==> config.mk <==
export PLATFORM = sky130hd
export DESIGN_NAME = bus_fabric_flat
export DESIGN_NICKNAME = d
export VERILOG_FILES = /design/src/rtl/bus_pkg.sv /design/src/rtl/bus_fabric_if.sv /design/src/rtl/bus_addr_decode.sv /design/src/rtl/bus_fabric.sv /design/src/flat_wrapper.sv
export SDC_FILE = /design/constraint.sdc
export NUM_CORES = 1
export LEC_CHECK = 0
export ABC_AREA = 0
export CAP_MARGIN = 40
export CORE_ASPECT_RATIO = 0.8
export CORE_MARGIN = 2
export CORE_UTILIZATION = 38
export CTS_BUF_LIST = sky130_fd_sc_hd__clkbuf_16
export DETAILED_ROUTE_END_ITERATION = 10
export MAX_ROUTING_LAYER = met4
export PLACE_DENSITY = 0.77
export SLEW_MARGIN = 10
export SYNTH_ARGS = -nofsm -noshare
export SYNTH_HDL_FRONTEND = slang
export SYNTH_SLANG_ARGS = --single-unit
==> constraint.sdc <==
create_clock -name clk -period 2.3 [get_ports clk]
set_input_delay 0.46 -clock clk [delete_from_list [all_inputs] [get_ports clk]]
set_output_delay 0.46 -clock clk [all_outputs]
set_load 0.02 [all_outputs]
==> src/rtl/bus_pkg.sv <==
// bus_pkg: shared FSM encoding, error codes and defaults for the bus fabric
package bus_pkg;
  typedef enum logic [1:0] {IDLE, RD_WAIT, WR_WAIT, ERR_RESP} state_t;
  localparam logic [1:0] ERR_MISS = 2'b01;
  localparam logic [1:0] ERR_TMO  = 2'b10;
  localparam logic [1:0] ERR_COLL = 2'b11;
  localparam logic [31:0] DEF_ERR_DATA = 32'hDEAD_BEEF;
  function automatic int idx_w(int n);
    return n > 1 ? $clog2(n) : 1;
  endfunction
endpackage

==> src/rtl/bus_fabric_if.sv <==
// bus_fabric_if: CPU-side request/response bus of the fabric
interface bus_fabric_if;
  logic [31:0] m_addr;
  logic [31:0] m_wdata;
  logic [3:0]  m_wmask;
  logic        m_rstrb;
  logic [31:0] m_rdata;
  logic        m_rbusy;
  logic        m_wbusy;
  modport master (output m_addr, m_wdata, m_wmask, m_rstrb, input m_rdata, m_rbusy, m_wbusy);
  modport slave  (input m_addr, m_wdata, m_wmask, m_rstrb, output m_rdata, m_rbusy, m_wbusy);
endinterface

==> src/rtl/bus_addr_decode.sv <==
// bus_addr_decode: base/mask address match, lowest index wins on overlap
module bus_addr_decode import bus_pkg::*; #(
  parameter int NUM_SLAVES = 4,
  parameter logic [32*NUM_SLAVES-1:0] SLAVE_BASE = {32'h0300_0000, 32'h0200_0000, 32'h0100_0000, 32'h0000_0000},
  parameter logic [32*NUM_SLAVES-1:0] SLAVE_MASK = {4{32'hFF00_0000}}
) (
  input  logic [31:0]                    addr,
  output logic                           hit,
  output logic [idx_w(NUM_SLAVES)-1:0]   idx
);
  localparam int IW = idx_w(NUM_SLAVES);
  always_comb begin
    hit = 1'b0;
    idx = '0;
    for (int i = NUM_SLAVES - 1; i >= 0; i--)
      if ((addr & SLAVE_MASK[32*i +: 32]) == SLAVE_BASE[32*i +: 32]) begin
        hit = 1'b1;
        idx = IW'(i);
      end
  end
endmodule

==> src/rtl/bus_fabric.sv <==
// bus_fabric: single-master to NUM_SLAVES fabric with timeout and sticky error capture
module bus_fabric import bus_pkg::*; #(
  parameter int NUM_SLAVES = 4,
  parameter logic [32*NUM_SLAVES-1:0] SLAVE_BASE = {32'h0300_0000, 32'h0200_0000, 32'h0100_0000, 32'h0000_0000},
  parameter logic [32*NUM_SLAVES-1:0] SLAVE_MASK = {4{32'hFF00_0000}},
  parameter int TIMEOUT = 255,
  parameter logic [31:0] ERR_DATA = DEF_ERR_DATA
) (
  input  logic                      clk,
  input  logic                      reset_n,
  bus_fabric_if.slave               m,
  output logic [31:0]               s_addr,
  output logic [31:0]               s_wdata,
  output logic [NUM_SLAVES-1:0]     s_rstrb,
  output logic [4*NUM_SLAVES-1:0]   s_wmask,
  input  logic [32*NUM_SLAVES-1:0]  s_rdata,
  input  logic [NUM_SLAVES-1:0]     s_rvalid,
  input  logic [NUM_SLAVES-1:0]     s_wready,
  input  logic                      err_clr,
  output logic                      err_irq,
  output logic [31:0]               err_addr,
  output logic [1:0]                err_code
);
  localparam int IW = idx_w(NUM_SLAVES);
  state_t state, state_d;
  logic dec_hit, rd_op, wr_req, req, done, tmo, err_set;
  logic [IW-1:0] dec_idx, idx;
  logic [15:0] cnt;
  logic [1:0] err_new;
  logic [31:0] err_at;
  bus_addr_decode #(.NUM_SLAVES(NUM_SLAVES), .SLAVE_BASE(SLAVE_BASE), .SLAVE_MASK(SLAVE_MASK))
    u_dec (.addr(m.m_addr), .hit(dec_hit), .idx(dec_idx));
  assign wr_req = |m.m_wmask;
  assign req = wr_req || m.m_rstrb;
  assign m.m_rbusy = state == RD_WAIT || (state == ERR_RESP && rd_op);
  assign m.m_wbusy = state == WR_WAIT || (state == ERR_RESP && !rd_op);
  always_comb begin
    state_d = state;
    err_set = 1'b0;
    err_new = ERR_MISS;
    err_at  = m.m_addr;
    done    = 1'b0;
    tmo     = 1'b0;
    case (state)
      IDLE: if (req) begin
        state_d = !dec_hit ? ERR_RESP : wr_req ? WR_WAIT : RD_WAIT;
        err_set = !dec_hit || (wr_req && m.m_rstrb);
        err_new = (wr_req && m.m_rstrb) ? ERR_COLL : ERR_MISS;
      end
      RD_WAIT, WR_WAIT: begin
        done    = state == RD_WAIT ? s_rvalid[idx] : s_wready[idx];
        tmo     = !done && cnt == 16'(TIMEOUT - 1);
        state_d = (done || tmo) ? IDLE : state;
        err_set = tmo;
        err_new = ERR_TMO;
        err_at  = s_addr;
      end
      default: state_d = IDLE;
    endcase
  end
  always_ff @(posedge clk or negedge reset_n)
    if (!reset_n) begin
      state    <= IDLE;
      m.m_rdata <= '0;
      s_rstrb  <= '0;
      s_wmask  <= '0;
      s_addr   <= '0;
      s_wdata  <= '0;
      cnt      <= '0;
      idx      <= '0;
      rd_op    <= 1'b0;
      err_irq  <= 1'b0;
      err_addr <= '0;
      err_code <= '0;
    end else begin
      state   <= state_d;
      s_rstrb <= '0;
      s_wmask <= '0;
      cnt     <= (state == RD_WAIT || state == WR_WAIT) ? cnt + 16'd1 : '0;
      if (state == IDLE && req) begin
        s_addr  <= m.m_addr;
        s_wdata <= m.m_wdata;
        idx     <= dec_idx;
        rd_op   <= !wr_req;
        if (dec_hit && wr_req) s_wmask[dec_idx*4 +: 4] <= m.m_wmask;
        else if (dec_hit) s_rstrb[dec_idx] <= 1'b1;
        else if (!wr_req) m.m_rdata <= ERR_DATA;
      end
      if (state == RD_WAIT && (done || tmo)) m.m_rdata <= done ? s_rdata[idx*32 +: 32] : ERR_DATA;
      // a fresh error overrides a simultaneous clear
      if (err_set && (!err_irq || err_clr)) begin
        err_irq  <= 1'b1;
        err_addr <= err_at;
        err_code <= err_new;
      end else if (err_clr) err_irq <= 1'b0;
    end
endmodule

==> src/flat_wrapper.sv <==
// flat-port wrapper written by rule: the top's interface ports become plain ports
module bus_fabric_flat import bus_pkg::*;
#(
  parameter int NUM_SLAVES = 4,
  parameter logic [32*NUM_SLAVES-1:0] SLAVE_BASE = {32'h0300_0000, 32'h0200_0000, 32'h0100_0000, 32'h0000_0000},
  parameter logic [32*NUM_SLAVES-1:0] SLAVE_MASK = {4{32'hFF00_0000}},
  parameter int TIMEOUT = 255,
  parameter logic [31:0] ERR_DATA = DEF_ERR_DATA
)
  (clk, reset_n, s_addr, s_wdata, s_rstrb, s_wmask, s_rdata, s_rvalid, s_wready, err_clr, err_irq, err_addr, err_code, m_m_addr, m_m_wdata, m_m_wmask, m_m_rstrb, m_m_rdata, m_m_rbusy, m_m_wbusy);
  bus_fabric_if m_i ();
  input  logic clk;
  input  logic reset_n;
  output logic [31:0] s_addr;
  output logic [31:0] s_wdata;
  output logic [NUM_SLAVES-1:0] s_rstrb;
  output logic [4*NUM_SLAVES-1:0] s_wmask;
  input  logic [32*NUM_SLAVES-1:0] s_rdata;
  input  logic [NUM_SLAVES-1:0] s_rvalid;
  input  logic [NUM_SLAVES-1:0] s_wready;
  input  logic err_clr;
  output logic err_irq;
  output logic [31:0] err_addr;
  output logic [1:0] err_code;
  input wire logic [$bits(m_i.m_addr)-1:0] m_m_addr;
  input wire logic [$bits(m_i.m_wdata)-1:0] m_m_wdata;
  input wire logic [$bits(m_i.m_wmask)-1:0] m_m_wmask;
  input wire logic [$bits(m_i.m_rstrb)-1:0] m_m_rstrb;
  output wire logic [$bits(m_i.m_rdata)-1:0] m_m_rdata;
  output wire logic [$bits(m_i.m_rbusy)-1:0] m_m_rbusy;
  output wire logic [$bits(m_i.m_wbusy)-1:0] m_m_wbusy;
  assign m_i.m_addr = m_m_addr;
  assign m_i.m_wdata = m_m_wdata;
  assign m_i.m_wmask = m_m_wmask;
  assign m_i.m_rstrb = m_m_rstrb;
  assign m_m_rdata = m_i.m_rdata;
  assign m_m_rbusy = m_i.m_rbusy;
  assign m_m_wbusy = m_i.m_wbusy;
  bus_fabric #(.NUM_SLAVES(NUM_SLAVES), .SLAVE_BASE(SLAVE_BASE), .SLAVE_MASK(SLAVE_MASK), .TIMEOUT(TIMEOUT), .ERR_DATA(ERR_DATA)) u_core (.clk(clk), .reset_n(reset_n), .m(m_i), .s_addr(s_addr), .s_wdata(s_wdata), .s_rstrb(s_rstrb), .s_wmask(s_wmask), .s_rdata(s_rdata), .s_rvalid(s_rvalid), .s_wready(s_wready), .err_clr(err_clr), .err_irq(err_irq), .err_addr(err_addr), .err_code(err_code));
endmodule
==> flow_summary.rst <==
.. list-table::
   :header-rows: 1

   * - Metric
     - Value
   * - Gp weighted congestion
     - roughly 0.84
   * - Number of H-tree branching levels
     - 4
   * - Ratio of cells with drive above 1 in the final layout
     - approximately 28%
   * - Slowest cell on the critical path
     - sky130_fd_sc_hd__mux4_2
   * - Net total in the final layout
     - 1181
   * - Maximum single-stage delay on the critical path
     - ~570 ps
   * - Largest net degree at the start of global routing
     - 56
   * - Cell-by-cell trace of the critical path
     - mux4_2 > mux2_4 > and4bb_1 > a21oi_4 > buf_12 > mux2_4
   * - Synthesized netlist net count
     - roughly 770
   * - Transition time at the pin with the least slew margin
     - 595 ps
   * - Most used cells in the layout excluding fill and tap cells
     - sky130_fd_sc_hd__clkdlybuf4s50_1 (354), sky130_fd_sc_hd__dfrtp_1 (171), sky130_fd_sc_hd__mux2_2 (100)
   * - Outcome
     - finished with violations
   * - Violated checks
     - DRC
   * - Average routed wire per standard cell
     - 20.4 microns
   * - Count of different cell masters after synthesis
     - 47
   * - Final setup violating endpoints
     - 0
   * - CP endpoint kind
     - flop
   * - Initial detailed-routing violation count
     - ~270
   * - Cell with the most instances on the worst path
     - sky130_fd_sc_hd__mux2_4
   * - Final clock period utilization by the worst path
     - 98.3%
   * - Required @ worst endpoint
     - roughly 2600 ps
   * - Area after detailed placement
     - approximately 0.013 sq mm
   * - Number of top-level design ports
     - about 360
   * - Half-perimeter wire length of the detailed placement result
     - 19500 microns
   * - Post-synth top flop
     - sky130_fd_sc_hd__dfrtp_1
   * - Cell area after technology mapping
     - around 0.0081 sq mm
   * - Via count
     - roughly 6300
   * - Number of port buffers
     - between 300 and 400
   * - Setup repair after global routing missed its margin
     - yes
   * - Sink Count
     - between 150 and 200
   * - Clock tree from TritonCTS
     - yes
   * - Final Hold Slack
     - between 3 and 4 ps
   * - Max Buffers Root-to-Sink
     - 2
   * - Total global routing overflow
     - 0
   * - Final-report max-slew violation count
     - 0
   * - Power per standard cell area
     - 1290 mW/mm^2
   * - Number of flops mapped to enable cells by yosys
     - 0
   * - CTS clk-pin slew, worst paths
     - 70 ps
   * - Hold Vio Cnt, Final
     - 0
   * - Cell chosen for the clock root
     - sky130_fd_sc_hd__clkbuf_16
   * - Biggest fanout along the worst timing path
     - 18
   * - Horiz. Die Dim
     - between 150 and 200 microns
   * - Post-place setup slack
     - -471 ps
   * - Category of the worst setup path launch point
     - flop
   * - First-pass GRT wire length
     - between 30000 and 40000 microns
   * - Synthesized instance count
     - 554
   * - Kind of critical path
     - flop to flop
   * - Class of the most critical hold timing path
     - input pin to asynchronous set/reset pin
   * - Max-slew headroom at the worst pin
     - 60.3%
   * - Number of filler instances in the final layout
     - between 1500 and 2000
   * - ANT cells
     - 0
   * - Via count of the first global-routing pass
     - roughly 6800
   * - Final worst slack
     - 39.0 ps
   * - Number of iterations in the first detailed-routing pass
     - 7
   * - FMAX
     - 442 MHz
   * - Clock insertion delay at the later pin of the skew report
     - roughly 430 ps
   * - Wire length after detailed routing
     - around 25000 microns
   * - Count of placed standard cells including taps
     - roughly 1200
   * - Cts hold-fix bufs
     - 0
   * - Number of non-filler instances in the completed layout
     - 1244
   * - Post-route standard cell area excluding fillers
     - between 0.01 and 0.015 sq mm
   * - Synthesis-stage register bit count
     - ~170
   * - Total CTS buffers
     - 17
   * - Sequential area share after synthesis
     - 53.1%
   * - Peak supply drop
     - around 0.00063 V
   * - Routed vias/inst
     - 5.09
   * - Share of flip-flops with an asynchronous set or reset after synthesis
     - 100%
   * - Post-detailed-route count of antenna-violating nets
     - 0
   * - Die area
     - roughly 0.023 sq mm
   * - Syn Area/Cell
     - 14.6 sq um
   * - Tmin final
     - ~2300 ps
   * - Area added between synthesis and finish
     - 62.3%
   * - Signal arrival time at the worst endpoint
     - about 2600 ps
   * - Remaining DRCs
     - 15
   * - Number of antenna violations at the first check in global routing
     - 0
   * - Number of standard-cell rows in the floorplan
     - 47
   * - Leakage power total
     - about 5.5 nW
   * - Leading cell type in the layout, fill and taps excluded
     - sky130_fd_sc_hd__clkdlybuf4s50_1
   * - Combined global-route utilization of all metal layers
     - between 20% and 30%
   * - Count of yosys warnings during synthesis
     - 0
   * - Die height
     - about 130 microns
   * - Placeable core area
     - 0.0208 sq mm
   * - Starting density of the core
     - 38.9%
   * - Max-Cap Viols
     - 0
   * - Largest clock skew in the final design
     - about 12 ps
## registers in the layout, indices dropped and copies added (netlist names)
name	cells
u_core.err_addr	32
u_core.err_code	2
u_core.s_rstrb	4
u_core.s_wdata	32
u_core.err_irq	1
u_core.s_wmask	16
u_core.idx	2
u_core.cnt	16
u_core.m.m_rdata	32
u_core.rd_op	1
u_core.state	2
u_core.s_addr	32
## area by class of cell
cell class / instances / area, sq um / area share [%]
tap: 269 / 337 / 2.56
clock inverter: 15 / 156 / 1.19
sequential: 172 / 4310 / 32.7
clock buffer: 17 / 425 / 3.23
timing repair buffer: 421 / 4240 / 32.2
multi-input combinational: 340 / 3650 / 27.8
inverter: 10 / 37.5 / 0.285
## critical path: cells and delay by family (launching register included)
family	cells	cell delay, ps
AND/OR/NAND/NOR	1	310
AO/OA/AOI/OAI	1	60
flip-flops	1	410
buffers and inverters	1	170
multiplexers	3	1180
## cells in the mapped netlist (4+ instances only)
master	n	share of area, %
sky130_fd_sc_hd__a22o_1	10	1.1
sky130_fd_sc_hd__and2_1	25	1.9
sky130_fd_sc_hd__buf_2	9	0.56
sky130_fd_sc_hd__buf_6	4	0.56
sky130_fd_sc_hd__clkbuf_1	16	0.74
sky130_fd_sc_hd__dfrtp_1	172	53
sky130_fd_sc_hd__ha_1	11	1.7
sky130_fd_sc_hd__inv_1	10	0.46
sky130_fd_sc_hd__mux2_2	101	14
sky130_fd_sc_hd__mux2_4	28	5.2
sky130_fd_sc_hd__mux4_2	34	9.4
sky130_fd_sc_hd__nand2_1	18	0.83
sky130_fd_sc_hd__nand3_1	9	0.56
sky130_fd_sc_hd__nand3b_1	5	0.46
sky130_fd_sc_hd__nor2_1	10	0.46
sky130_fd_sc_hd__nor2b_1	5	0.39
sky130_fd_sc_hd__nor3_1	4	0.25
sky130_fd_sc_hd__nor4_1	4	0.31
sky130_fd_sc_hd__o21ai_0	6	0.37
sky130_fd_sc_hd__o22a_1	24	2.6
sky130_fd_sc_hd__or3_1	4	0.31
sky130_fd_sc_hd__xnor2_1	8	0.86
## report_power, final
part / leakage (nW) / switching [mW] / internal [mW] / total (mW)
Combinational: 3.11 / 4.03 / 5.14 / 9.17
Clock: 0.274 / 1.34 / 1.53 / 2.87
Sequential: 2.08 / 0.738 / 4.25 / 4.99
## layer usage
layer | global-route usage (%) | share of wire, %
met3 | 5.72 | 5.7
met4 | 8.36 | 2.4
met2 | 40.8 | 52
met1 | 26.1 | 40
met5 | - | 0
## per-stage QoR
step / total power [mW] / TNS (ps) / util [%]
after floorplan: 10.0 / -535 / -
after global placement: 14.0 / -51430 / 60.0
after detailed placement: 14.3 / -54760 / 60.1
after CTS: 17.2 / 0 / 63.1
after global routing: 17.8 / -20.2 / 63.2
final: 17.0 / 0 / 63.2
## path summary, 6_finish.rpt
path	start	to	slack, ps	cells after the start
setup / recovery	u_core.idx[0]$_DFFE_PN0P_	u_core.err_addr[22]$_DFFE_PN0P_	40	6
max in group asynchronous	reset_n	u_core.err_addr[21]$_DFFE_PN0P_	1660	2
hold reg to reg	u_core.cnt[0]$_DFF_PN0_	u_core.cnt[0]$_DFF_PN0_	490	1
hold / removal	reset_n	u_core.s_wdata[29]$_DFFE_PN0P_	3	1
min in group clk	m_m_wmask[2]	u_core.s_wmask[14]$_DFF_PN0_	430	3
setup reg to reg	u_core.idx[0]$_DFFE_PN0P_	u_core.err_addr[22]$_DFFE_PN0P_	40	6
## logic make-up after synthesis
logic type | Yosys count | synth area share [%]
and+or+nand+nor | 101 | 7.16
DFF | 172 | 53.1
muxes | 164 | 28.8
adders and majority gates | 12 | 1.84
xor gates and xnor gates | 11 | 1.19
AOI/OAI and AO/OA | 52 | 5.37
buffers and inverters | 42 | 2.55
## timing repair
action | CTS | global route
pin swaps | 1 | 2
gates resized for setup | 5 | 7
endpoints found under the hold margin | 0 | 0
buffers inserted | 2 | 1
endpoints found under the setup margin | 46 | 55
(Power assumes the default switching activity.)
==> RTL change 1 (same flow settings) <==
`NUM_SLAVES` is set to 4 in 3 places; all go to 8.
--- a/src/rtl/bus_addr_decode.sv
+++ b/src/rtl/bus_addr_decode.sv
@@ -2,3 +2,3 @@
 module bus_addr_decode import bus_pkg::*; #(
-  parameter int NUM_SLAVES = 4,
+  parameter int NUM_SLAVES = 8,
   parameter logic [32*NUM_SLAVES-1:0] SLAVE_BASE = {32'h0300_0000, 32'h0200_0000, 32'h0100_0000, 32'h0000_0000},
--- a/src/rtl/bus_fabric.sv
+++ b/src/rtl/bus_fabric.sv
@@ -2,3 +2,3 @@
 module bus_fabric import bus_pkg::*; #(
-  parameter int NUM_SLAVES = 4,
+  parameter int NUM_SLAVES = 8,
   parameter logic [32*NUM_SLAVES-1:0] SLAVE_BASE = {32'h0300_0000, 32'h0200_0000, 32'h0100_0000, 32'h0000_0000},
--- a/src/flat_wrapper.sv
+++ b/src/flat_wrapper.sv
@@ -3,3 +3,3 @@
 #(
-  parameter int NUM_SLAVES = 4,
+  parameter int NUM_SLAVES = 8,
   parameter logic [32*NUM_SLAVES-1:0] SLAVE_BASE = {32'h0300_0000, 32'h0200_0000, 32'h0100_0000, 32'h0000_0000},
Interface: changed (5 resized); port bits go from 361 to 517. The function was not compared with the original's and may differ.
==> RTL change 1 against the unedited design <==
  * The flow finishes with violations (setup timing)
  * Cell area increased by 37%
  * Largest cell class is now non-clock buffers
  * Synthesized area grew 37%
  * Global-route usage grew 5.2 points
  * Via count increased by 67%
  * Clock skew grew 0.0032 ns
  * Routed wire length rose by 72%
  * Largest power group unchanged
  * Worst setup slack lost 0.056 ns
  * Total power is 15% higher
  * Sequential cell count up 21
==> RTL change 1: results (changes against the unedited design) <==
[final_layout]
register_area_um2=4840  ; +12%
utilization_pct=63.1  ; -0.072 points
clockNetworkAreaShare_pct=3.00  ; -1.4 points
drive_gt1_share_pct=19.0  ; -8.9 points
fin_nets=1836  ; +55%
antennaDiodeCount=9  ; +9
nonClkBufAreaFrac_pct=34.1  ; +1.9 points
multi_input_area_share_pct=32.5  ; +4.7 points
nNonClkBuffers=603  ; +43%

[synthesis]
synthTopCellsByCount=dfrtp_1, mux4_2, mux2_2
synth_area_leaders=dfrtp_1, mux4_2, mux2_2
synthMuxAreaShare_pct=24.9  ; -3.9 points
synth-compound-area-share_pct=9.49  ; +4.1 points
synth_xor_xnor_area_share_pct=0.950  ; -0.24 points
ys_seq_area_share_pct=43.6  ; -9.5 points

[sta]
tightest_slew_ns=0.712  ; +0.117 ns
timing.final.ws_setup_ns=-0.0171  ; -0.0561 ns
finalSetupViolCount=5  ; +5
hold_slack_ns=0.489  ; +0.485 ns

[clock_network]
ctsHoldBuffers=1  ; +1
post_cts_buffers=0  ; -2

[power]
powerClk_w=0.00281  ; -2%
p_seq_share_pct=27.6  ; -1.7 points
powerDensity_nw_per_um2=1090  ; -16%
ir_drop_uv=1050  ; +65%
p_leak_nw=7.15  ; +31%

[global_route]
grt_pass1_vias=10600  ; +56%
grt_pass1_wl_mm=64.1  ; +67%
grt_max_degree=66  ; +18%
track_usage_pct=28.4  ; +5.2 points
use_met3_pct=8.97  ; +3.3 points
grt_util_met2_pct=45.1  ; +4.3 points
antenna_found_initial=8  ; +8

[die]
fp.dieArea_um2=30500  ; +35%

[run_status]
outcome=finished, violations left
violations=setup timing

[routing]
drt_iter0_markers=726  ; +170%
wl_met2_mm=21.3  ; +61%
met1_length_mm=16.6  ; +65%
vias_per_cell=5.66  ; +11%

[placed_design]
post_dp_cell_area_um2=17300  ; +38%

RTL change 1: cell types whose count changed after synthesis, sizes merged, moves of 24 or more:
cell     unedited run  this run
nand3               9        45
o2111ai             0        32
clkbuf             16        47
mux4               34        68
nor3                4        41
buf                16        40
nand4               2        36
mux2              129        65
mux2i               1        49
nor3b               1        33
inv                10        38
a211oi              0        56
RTL change 1: path summary, 6_finish.rpt:
| check | from | end | cells after the start |
|---|---|---|---|
| setup / recovery | u_core.state[1] | u_core.err_addr[31] | 9 |
| hold / removal | u_core.m.m_rdata[17] | u_core.m.m_rdata[17] | 1 |
| setup reg to reg | u_core.state[1] | u_core.err_addr[31] | 9 |
| hold reg to reg | u_core.m.m_rdata[17] | u_core.m.m_rdata[17] | 1 |
| max in group asynchronous | reset_n | u_core.s_addr[0] | 3 |
| min in group asynchronous | reset_n | u_core.s_wmask[18] | 2 |
==> RTL change 2 (same settings) <==
Without the edit above. Put one more register stage on the output `err_addr`, cleared by the reset. The value now appears one clock later. The other outputs are not delayed to match.
--- a/src/rtl/bus_fabric.sv
+++ b/src/rtl/bus_fabric.sv
@@ -24,2 +24,4 @@
   localparam int IW = idx_w(NUM_SLAVES);
+
+  logic [31:0] err_addr_s0;
   state_t state, state_d;
@@ -72,3 +74,3 @@
       err_irq  <= 1'b0;
-      err_addr <= '0;
+      err_addr_s0 <= '0;
       err_code <= '0;
@@ -92,3 +94,3 @@
         err_irq  <= 1'b1;
-        err_addr <= err_at;
+        err_addr_s0 <= err_at;
         err_code <= err_new;
@@ -96,2 +98,10 @@
     end
+  always_ff @(posedge clk or negedge reset_n) begin
+    if (!reset_n) begin
+      err_addr <= '0;
+    end else begin
+      err_addr <= err_addr_s0;
+    end
+  end
+
 endmodule
Check against the original RTL: not equivalent (Yosys sat finds a counterexample within 4 cycles, from zero or initial values and one cycle with reset_n low).
==> RTL change 2 against the unedited design <==
  * The flow finishes with violations (setup timing)
  * Synthesized cell count increased by 5.8%
  * Synthesized area increased by 9.2%
  * Count of clock-buffer cells in the layout increased by 6
  * Worst setup slack got worse by 0.16 ns
  * Total power increased by 9.9%
  * Cell area increased by 8.3%
  * Die area increased by 9.0%
  * Clock power increased by 30%
  * Sequential cell count increased by 32
  * Routed wire length increased by 0.49%
  * Global-route usage decreased by 2.0 points
  * Largest power group unchanged
==> RTL change 2: results (changes against the unedited design) <==
[power]
p_leak_nw=5.97  ; +9.2%

[routing]
wl_met2_mm=12.5  ; -5.5%
vias=6573  ; +3.7%
wl_met3_mm=1.81  ; +25%
routed_wl_mm=25.5  ; +0.49%
drc=0  ; -15

[setup_path]
max_stage_delay_ns=0.54  ; -0.03 ns
crit_arrival_ns=2.83  ; +0.26 ns
worstPathMaxFanout=13  ; -5

[global_route]
grt_pass1_vias=6880  ; +1.3%
grtUsageMet1_pct=26.1  ; -0.032 points
track_usage_pct=21.3  ; -2.0 points
grt_pass1_wl_mm=39.2  ; +2.1%
grt_max_degree=63  ; +13%

[final_layout]
fin_nets=1224  ; +3.6%
drive_gt1_share_pct=27.7  ; -0.18 points
fin_cells=1327  ; +6.7%

[clock_network]
ctsHoldBuffers=1  ; +1
cts_inserted_buffers=23  ; +6
cts_max_path_buffers=3  ; +1
htree_levels=1  ; -3

[placed_design]
post_dp_cell_area_um2=13300  ; +6.7%
dp_slack_ns=-0.608  ; -0.137 ns

[sta]
timing.final.ws_setup_ns=-0.123  ; -0.162 ns
finalSetupViolCount=47  ; +47

[run_status]
outcome=finished, violations left
violations=setup timing

[synthesis]
synthCells=586  ; +5.8%
ys_seq_area_share_pct=57.7  ; +4.5 points
synthTopCellsByCount=dfrtp_1, mux2_2, mux4_2

## RTL change 2: where the power goes
part	leakage, nW	switching (W)	internal, W
Clock	0.388	0.00146	0.00228
Sequential	2.44	0.000786	0.00508
Combinational	3.14	0.00405	0.00507
Total	5.97	0.00629	0.0124
## RTL change 2: cell type report
cell class	instances	area (um^2)	area share, %
Multi-Input combinational cell	341	3680	25.8
Tap cell	306	383	2.69
Clock buffer	23	576	4.04
Clock inverter	18	199	1.40
Inverter	10	37.5	0.264
Timing Repair Buffer	425	4270	30.0
Sequential cell	204	5110	35.8
## RTL change 2: logic make-up (layout without fill, tap and decap cells)
group	count (synthesis)	count (layout)	share of synthesized area [%]
flip-flops	204	204	57.7
multiplexers	163	163	26.2
AND/OR/NAND/NOR	95	95	5.99
AO/OA/AOI/OAI	61	61	5.36
buffers and inverters	41	476	2.13
adder cells (fa/ha/maj)	11	11	1.55
XOR/XNOR	11	11	1.09
